===== config.mk =====
export PLATFORM = sky130hd
export DESIGN_NAME = ccie_wr_arbiter
export DESIGN_NICKNAME = d
export VERILOG_FILES = /design/src/rtl/ccie_wr_arbiter.sv
export SDC_FILE = /design/constraint.sdc
export NUM_CORES = 2
export LEC_CHECK = 0
export ABC_CLOCK_PERIOD_IN_PS = 15800
export CORE_AREA = 2 2 679 681
export DETAILED_ROUTE_END_ITERATION = 8
export DIE_AREA = 0 0 681 683
export REMOVE_ABC_BUFFERS = 1
export SLEW_MARGIN = 10
export SYNTH_ARGS = -nofsm -noshare
export SYNTH_HDL_FRONTEND = slang
export SYNTH_MEMORY_MAX_BITS = 65536
export SYNTH_SLANG_ARGS = --single-unit

===== constraint.sdc =====
create_clock -name clk -period 15.8 [get_ports clk]
set_clock_uncertainty 0.2 [all_clocks]
set_input_delay 3.16 -clock clk [delete_from_list [all_inputs] [get_ports clk]]
set_output_delay 3.16 -clock clk [all_outputs]
set_load 0.02 [all_outputs]

===== src/rtl/ccie_wr_arbiter.sv =====
// Shares the CCI write-request channel between requesters A and B: per-requester 4-deep FIFOs,
// round-robin issue gated by CCI backpressure and outstanding limits, and response routing by mdata tag.

module ccie_wr_arbiter_req #(
  parameter int  MAX_OUTST = 32,
  parameter type req_t     = logic
) (
  input  logic       clk,
  input  logic       reset_n,
  input  logic       push_i,
  input  req_t       push_req_i,
  input  logic       pop_i,
  input  logic [1:0] rsp_hit_i,
  output req_t       head_o,
  output logic       elig_o,
  output logic       almostfull_o,
  output logic       quiet_d_o,
  output logic       err_o
);
  localparam logic [5:0] MAXO = 6'(MAX_OUTST);

  req_t       mem_q [4];
  logic [1:0] wptr_q, rptr_q;
  logic [2:0] cnt_q, cnt_d;
  logic [5:0] outst_q, outst_d;
  logic [6:0] inc;
  logic [1:0] dec;
  logic       full, do_push, unf, af_q;

  // A push into a full FIFO is dropped even if the head pops this cycle.
  always_comb begin
    full    = cnt_q == 3'd4;
    do_push = push_i && !full;
    cnt_d   = cnt_q + 3'(do_push) - 3'(pop_i);
    inc     = {1'b0, outst_q} + 7'(pop_i);
    dec     = 2'(rsp_hit_i[0]) + 2'(rsp_hit_i[1]);
    unf     = inc < 7'(dec);
    outst_d = unf ? '0 : 6'(inc - 7'(dec));
    err_o   = (push_i && full) || unf;
  end

  assign head_o       = mem_q[rptr_q];
  assign elig_o       = (cnt_q != 3'd0) && (outst_q < MAXO);
  assign almostfull_o = af_q;
  assign quiet_d_o    = (cnt_d == 3'd0) && (outst_d == 6'd0);

  always_ff @(posedge clk or negedge reset_n) begin
    if (!reset_n) begin
      wptr_q  <= '0;
      rptr_q  <= '0;
      cnt_q   <= '0;
      outst_q <= '0;
      af_q    <= 1'b0;
    end else begin
      if (do_push) wptr_q <= wptr_q + 2'd1;
      if (pop_i)   rptr_q <= rptr_q + 2'd1;
      cnt_q   <= cnt_d;
      outst_q <= outst_d;
      af_q    <= cnt_d >= 3'd2;
    end
  end

  always_ff @(posedge clk) begin
    if (do_push) mem_q[wptr_q] <= push_req_i;
  end
endmodule

module ccie_wr_arbiter #(
  parameter int ADDR_LMT    = 20,
  parameter int MDATA       = 14,
  parameter int CACHE_WIDTH = 512,
  parameter int MAX_OUTST   = 32
) (
  input  logic                   clk,
  input  logic                   reset_n,
  input  logic [ADDR_LMT-1:0]    a_wr_addr,
  input  logic [MDATA-2:0]       a_wr_mdata,
  input  logic [CACHE_WIDTH-1:0] a_wr_data,
  input  logic                   a_wr_en,
  output logic                   a_wr_almostfull,
  input  logic [ADDR_LMT-1:0]    b_wr_addr,
  input  logic [MDATA-2:0]       b_wr_mdata,
  input  logic [CACHE_WIDTH-1:0] b_wr_data,
  input  logic                   b_wr_en,
  output logic                   b_wr_almostfull,
  output logic [1:0]             a_rsp_valid,
  output logic [MDATA-2:0]       a_rsp_mdata0,
  output logic [MDATA-2:0]       a_rsp_mdata1,
  output logic [1:0]             b_rsp_valid,
  output logic [MDATA-2:0]       b_rsp_mdata0,
  output logic [MDATA-2:0]       b_rsp_mdata1,
  output logic [ADDR_LMT-1:0]    wr_req_addr,
  output logic [MDATA-1:0]       wr_req_mdata,
  output logic [CACHE_WIDTH-1:0] wr_req_data,
  output logic                   wr_req_en,
  input  logic                   wr_req_almostfull,
  input  logic                   wr_rsp0_valid,
  input  logic [MDATA-1:0]       wr_rsp0_mdata,
  input  logic                   wr_rsp1_valid,
  input  logic [MDATA-1:0]       wr_rsp1_mdata,
  output logic                   idle,
  output logic                   err
);
  typedef struct packed {
    logic [ADDR_LMT-1:0]    addr;
    logic [MDATA-2:0]       mdata;
    logic [CACHE_WIDTH-1:0] data;
  } req_t;

  req_t [1:0]       push_req, head;
  logic [1:0]       push, pop, elig, af, quiet, err_p;
  logic [1:0][1:0]  hit;
  logic             gsel, rr_q, rr_d;

  logic [ADDR_LMT-1:0]    addr_q;
  logic [MDATA-1:0]       mdata_q;
  logic [CACHE_WIDTH-1:0] data_q;
  logic                   en_q, idle_q, err_q;

  assign push_req[0] = {a_wr_addr, a_wr_mdata, a_wr_data};
  assign push_req[1] = {b_wr_addr, b_wr_mdata, b_wr_data};
  assign push        = {b_wr_en, a_wr_en};

  // hit[x][p]: CCI response port p belongs to requester x (tag 0 = A, 1 = B)
  assign hit[0] = {wr_rsp1_valid & ~wr_rsp1_mdata[MDATA-1], wr_rsp0_valid & ~wr_rsp0_mdata[MDATA-1]};
  assign hit[1] = {wr_rsp1_valid &  wr_rsp1_mdata[MDATA-1], wr_rsp0_valid &  wr_rsp0_mdata[MDATA-1]};

  for (genvar x = 0; x < 2; x++) begin : g_req
    ccie_wr_arbiter_req #(
      .MAX_OUTST (MAX_OUTST),
      .req_t     (req_t)
    ) u_req (
      .clk          (clk),
      .reset_n      (reset_n),
      .push_i       (push[x]),
      .push_req_i   (push_req[x]),
      .pop_i        (pop[x]),
      .rsp_hit_i    (hit[x]),
      .head_o       (head[x]),
      .elig_o       (elig[x]),
      .almostfull_o (af[x]),
      .quiet_d_o    (quiet[x]),
      .err_o        (err_p[x])
    );
  end

  // The pointer only advances on a contested grant, so a lone requester never loses its turn.
  always_comb begin
    pop  = '0;
    rr_d = rr_q;
    if (!wr_req_almostfull) begin
      if (&elig) begin
        pop[rr_q] = 1'b1;
        rr_d      = ~rr_q;
      end else begin
        pop = elig;
      end
    end
  end

  assign gsel = pop[1];

  always_ff @(posedge clk or negedge reset_n) begin
    if (!reset_n) begin
      rr_q    <= 1'b0;
      en_q    <= 1'b0;
      addr_q  <= '0;
      mdata_q <= '0;
      data_q  <= '0;
      idle_q  <= 1'b0;
      err_q   <= 1'b0;
    end else begin
      rr_q   <= rr_d;
      en_q   <= |pop;
      idle_q <= (&quiet) && !(|pop);
      err_q  <= err_q || (|err_p);
      if (|pop) begin
        addr_q  <= head[gsel].addr;
        mdata_q <= {gsel, head[gsel].mdata};
        data_q  <= head[gsel].data;
      end
    end
  end

  assign wr_req_en       = en_q;
  assign wr_req_addr     = addr_q;
  assign wr_req_mdata    = mdata_q;
  assign wr_req_data     = data_q;
  assign a_wr_almostfull = af[0];
  assign b_wr_almostfull = af[1];
  assign a_rsp_valid     = hit[0];
  assign b_rsp_valid     = hit[1];
  assign a_rsp_mdata0    = wr_rsp0_mdata[MDATA-2:0];
  assign a_rsp_mdata1    = wr_rsp1_mdata[MDATA-2:0];
  assign b_rsp_mdata0    = wr_rsp0_mdata[MDATA-2:0];
  assign b_rsp_mdata1    = wr_rsp1_mdata[MDATA-2:0];
  assign idle            = idle_q;
  assign err             = err_q;
endmodule


==> results.md <==
* Run status: completed
* Worst reg-to-reg setup slack at 9680 ps
* Antenna violations before repair at 293
* Mapped Cells at 8917
* Worst hold slack at 329 ps
* Reg clk slew, reported paths at 60 ps
* Detailed Place HPWL at 333000 µm
* FF-to-FF Start: g_req[1].u_req.outst_q[5]
* Unrepaired setup endpoints after global routing: false
* WL per Instance at 30.9 µm
* # rows at 249
* Dpl cells at 16.3k
* DRT antenna net count at 0
* Hold_buf cts at 0
* Clk sinks at 4938
* Vias at 95.7k
* Final core utilization at 49.0%
* Slew Viols, Final at 0
* CORE AREA at 0.458 mm²
* Vias in the first global route at 97.0k
* Post-Route WL at 538000 µm
* Root Buffer Master: clkbuf_16
* Reg2Reg Depth at 11
* Yosys top cell by area: edfxtp_1
* Share of cells above drive strength 1 at 18.1%
* Commonest non-fill, non-tap cell in the layout: edfxtp_1
* Crit start category: input port
* Inserted Clock Buffers at 527
* Critical path class: input port to register
* Final non-filler cell total at 17.4k
* Drt via density at 5.49
* Hold path cells at 2
* Worst Path Required at 16560 ps
* Crit end category: register
* Gates resized, CTS repair at 0
* Hold wc startpoint: err
* Clock tree buffer depth at 4
* Most frequent cells in the layout: edfxtp_1 (4360), clkdlybuf4s50_1 (1652), nand2_1 (1099), mux4_2 (1090), dfrtp_1 (574)
* Final Power at 44.9 mW
* Final TNS setup at 0 ps
* Measured slew at the worst slew-check pin at 1390 ps
* Total of max-cap violations at 0
* Yosys reg bits at 4938
* Final Hold Viols at 0
* Clk_lat worst skew at 1040 ps
* CTS tree: built
* DRT Pass-1 Iters at 8
* Initial Util at 40.0%
* Routability cong. at 0.814
* First DRT Iteration DRCs at 8984
* Pwr dens at 200 mW/mm²
* Crit path time final at 8290 ps
* Seq/Total Area, Yosys at 79.3%
* Die Y at 683 µm
* WHS Endpoint: err
* Ys Warns at 0
* Max IR drop VDD at 161 µV
* NumNets Final at 11.9k
* Area contributors post-synth: edfxtp_1 (71%), mux4_2 (13%), dfrtp_1 (7.9%)
* First-pass GRT wire length at 747000 µm
* Worst-path maximum fanout at 88
* LEAKAGE at 74.0 nW
* Mapped Area at 0.183 mm²
* Distinct cell type count after synthesis at 50
* Min-delay worst type: register to register
* Grt ovf at 0
* Gr usage total at 22.5%
* Fillers at 37.2k
* IO Port Bufs at 1653
* DR DRC count at 0
* Design Area, Final at 0.224 mm²
* Final setup viols at 0
* Worst slack at placement at 6370 ps
* Final Cycle Share at 52.5%
* I/O pin count at 1732
* Syn Area/Cell at 20.6 µm²
* Die area at 0.465 mm²
* Dpl cell area at 0.207 mm²
* Pin count of the biggest net entering global routing at 194
* Top-area cell type share of the netlist area at 71.4%
* Setup WS post-layout at 7510 ps
* Maximum clock rate at 0.121 GHz
* Area grow syn2layout at 22.5%
* Slew margin rel. at 7.41%
* Data arrival, critical path at 9050 ps
* Die width at 681 µm
* Setup Buffers After CTS at 0
* Critical R2R Capture: wr_req_data[460]
* H-tree depth at 6
area by class of cell:
class	instances	area [µm²]	area share [%]
clock inverter	237	2880	1.28
antenna	129	323	0.144
timing repair buffer	1802	18100	8.07
inverter	23	93.8	0.0418
sequential	4938	145000	64.8
multi-input combinational	3412	35300	15.7
clock buffer	739	14600	6.51
tap	6149	7690	3.43
worst max-delay path, cell delays in order:
cell             delay (ps)
clkdlybuf4s50_1         490
or2_1                   310
nor2_1                  200
o31ai_4                 100
buf_4                   410
inv_8                   570
buf_4                   680
buf_4                   730
buf_4                   670
buf_4                   850
nand2_1                 190
a31oi_1                 220
worst max path at each step:
stage	startpoint	end	slack [ps]
3_3_place_gp	wr_req_almostfull	wr_req_data[403]	6390
4_1_cts	wr_req_almostfull	wr_req_data[460]	7490
5_1_grt	wr_req_almostfull	wr_req_data[460]	7280
3_5_place_dp	wr_req_almostfull	wr_req_data[460]	6370
6_report	wr_req_almostfull	wr_req_data[460]	7510
2_1_floorplan	wr_req_almostfull	wr_req_en	-20450
where the power goes:
| part | switching, mW | internal (mW) |
|---|---|---|
| registers | 1.17 | 17.5 |
| logic | 8.25 | 5.62 |
| clock network | 5.29 | 7.05 |
logic make-up after synthesis:
logic type / count (synthesis) / synth area share (%)
mux: 1094 / 13.4
flops: 4938 / 79.3
compound gates: 573 / 1.98
xor+xnor: 19 / 0.106
simple gates: 1700 / 3.56
buf+inv: 567 / 1.42
fa+ha+maj: 26 / 0.194
sequential cells by signal, indices dropped and copies added, names as in the netlist:
register                  count
g_req.u_req.outst_q          12
wr_req_addr                  20
err                           1
wr_req_mdata                 14
g_req.u_req.wptr_q            4
g_req.u_req.almostfull_o      2
rr_q                          1
idle                          1
wr_req_data                 512
g_req.u_req.cnt_q             6
g_req.u_req.rptr_q            4
g_req.u_req.mem_q          4360
wr_req_en                     1
cell usage after synthesis (all sizes together):
library cell  count
a2111oi           1
a211oi            2
a21boi            3
a21o              2
a21oi             1
a221o             1
a31oi           549
a41oi             2
and2             14
and3              2
and3b             1
buf             291
clkbuf          253
dfrtp           578
edfxtp         4360
fa                4
ha               22
inv              23
mux2i             4
mux4           1090
nand2          1099
nand2b            4
nand3             4
nand3b            3
nand4             1
nand4b            1
nor2            558
nor2b             3
nor3              5
nor4              1
nor4b             1
o21ai             5
o21bai            1
o22ai             3
o31a              1
o31ai             1
o32ai             1
or2               2
or4               1
xnor2            11
xnor3             2
xor2              6
layer usage:
layer | track usage [%] | part of all wire [%] | vias up
li1 | - | - | 39500
met1 | 28.3 | 38 | 50800
met2 | 36.8 | 49 | 4010
met3 | 5.60 | 7.8 | 1205
met4 | 10.6 | 4.8 | 166
met5 | 0.0412 | 0.20 | -
Note: power is estimated with default switching activity, not from simulation.
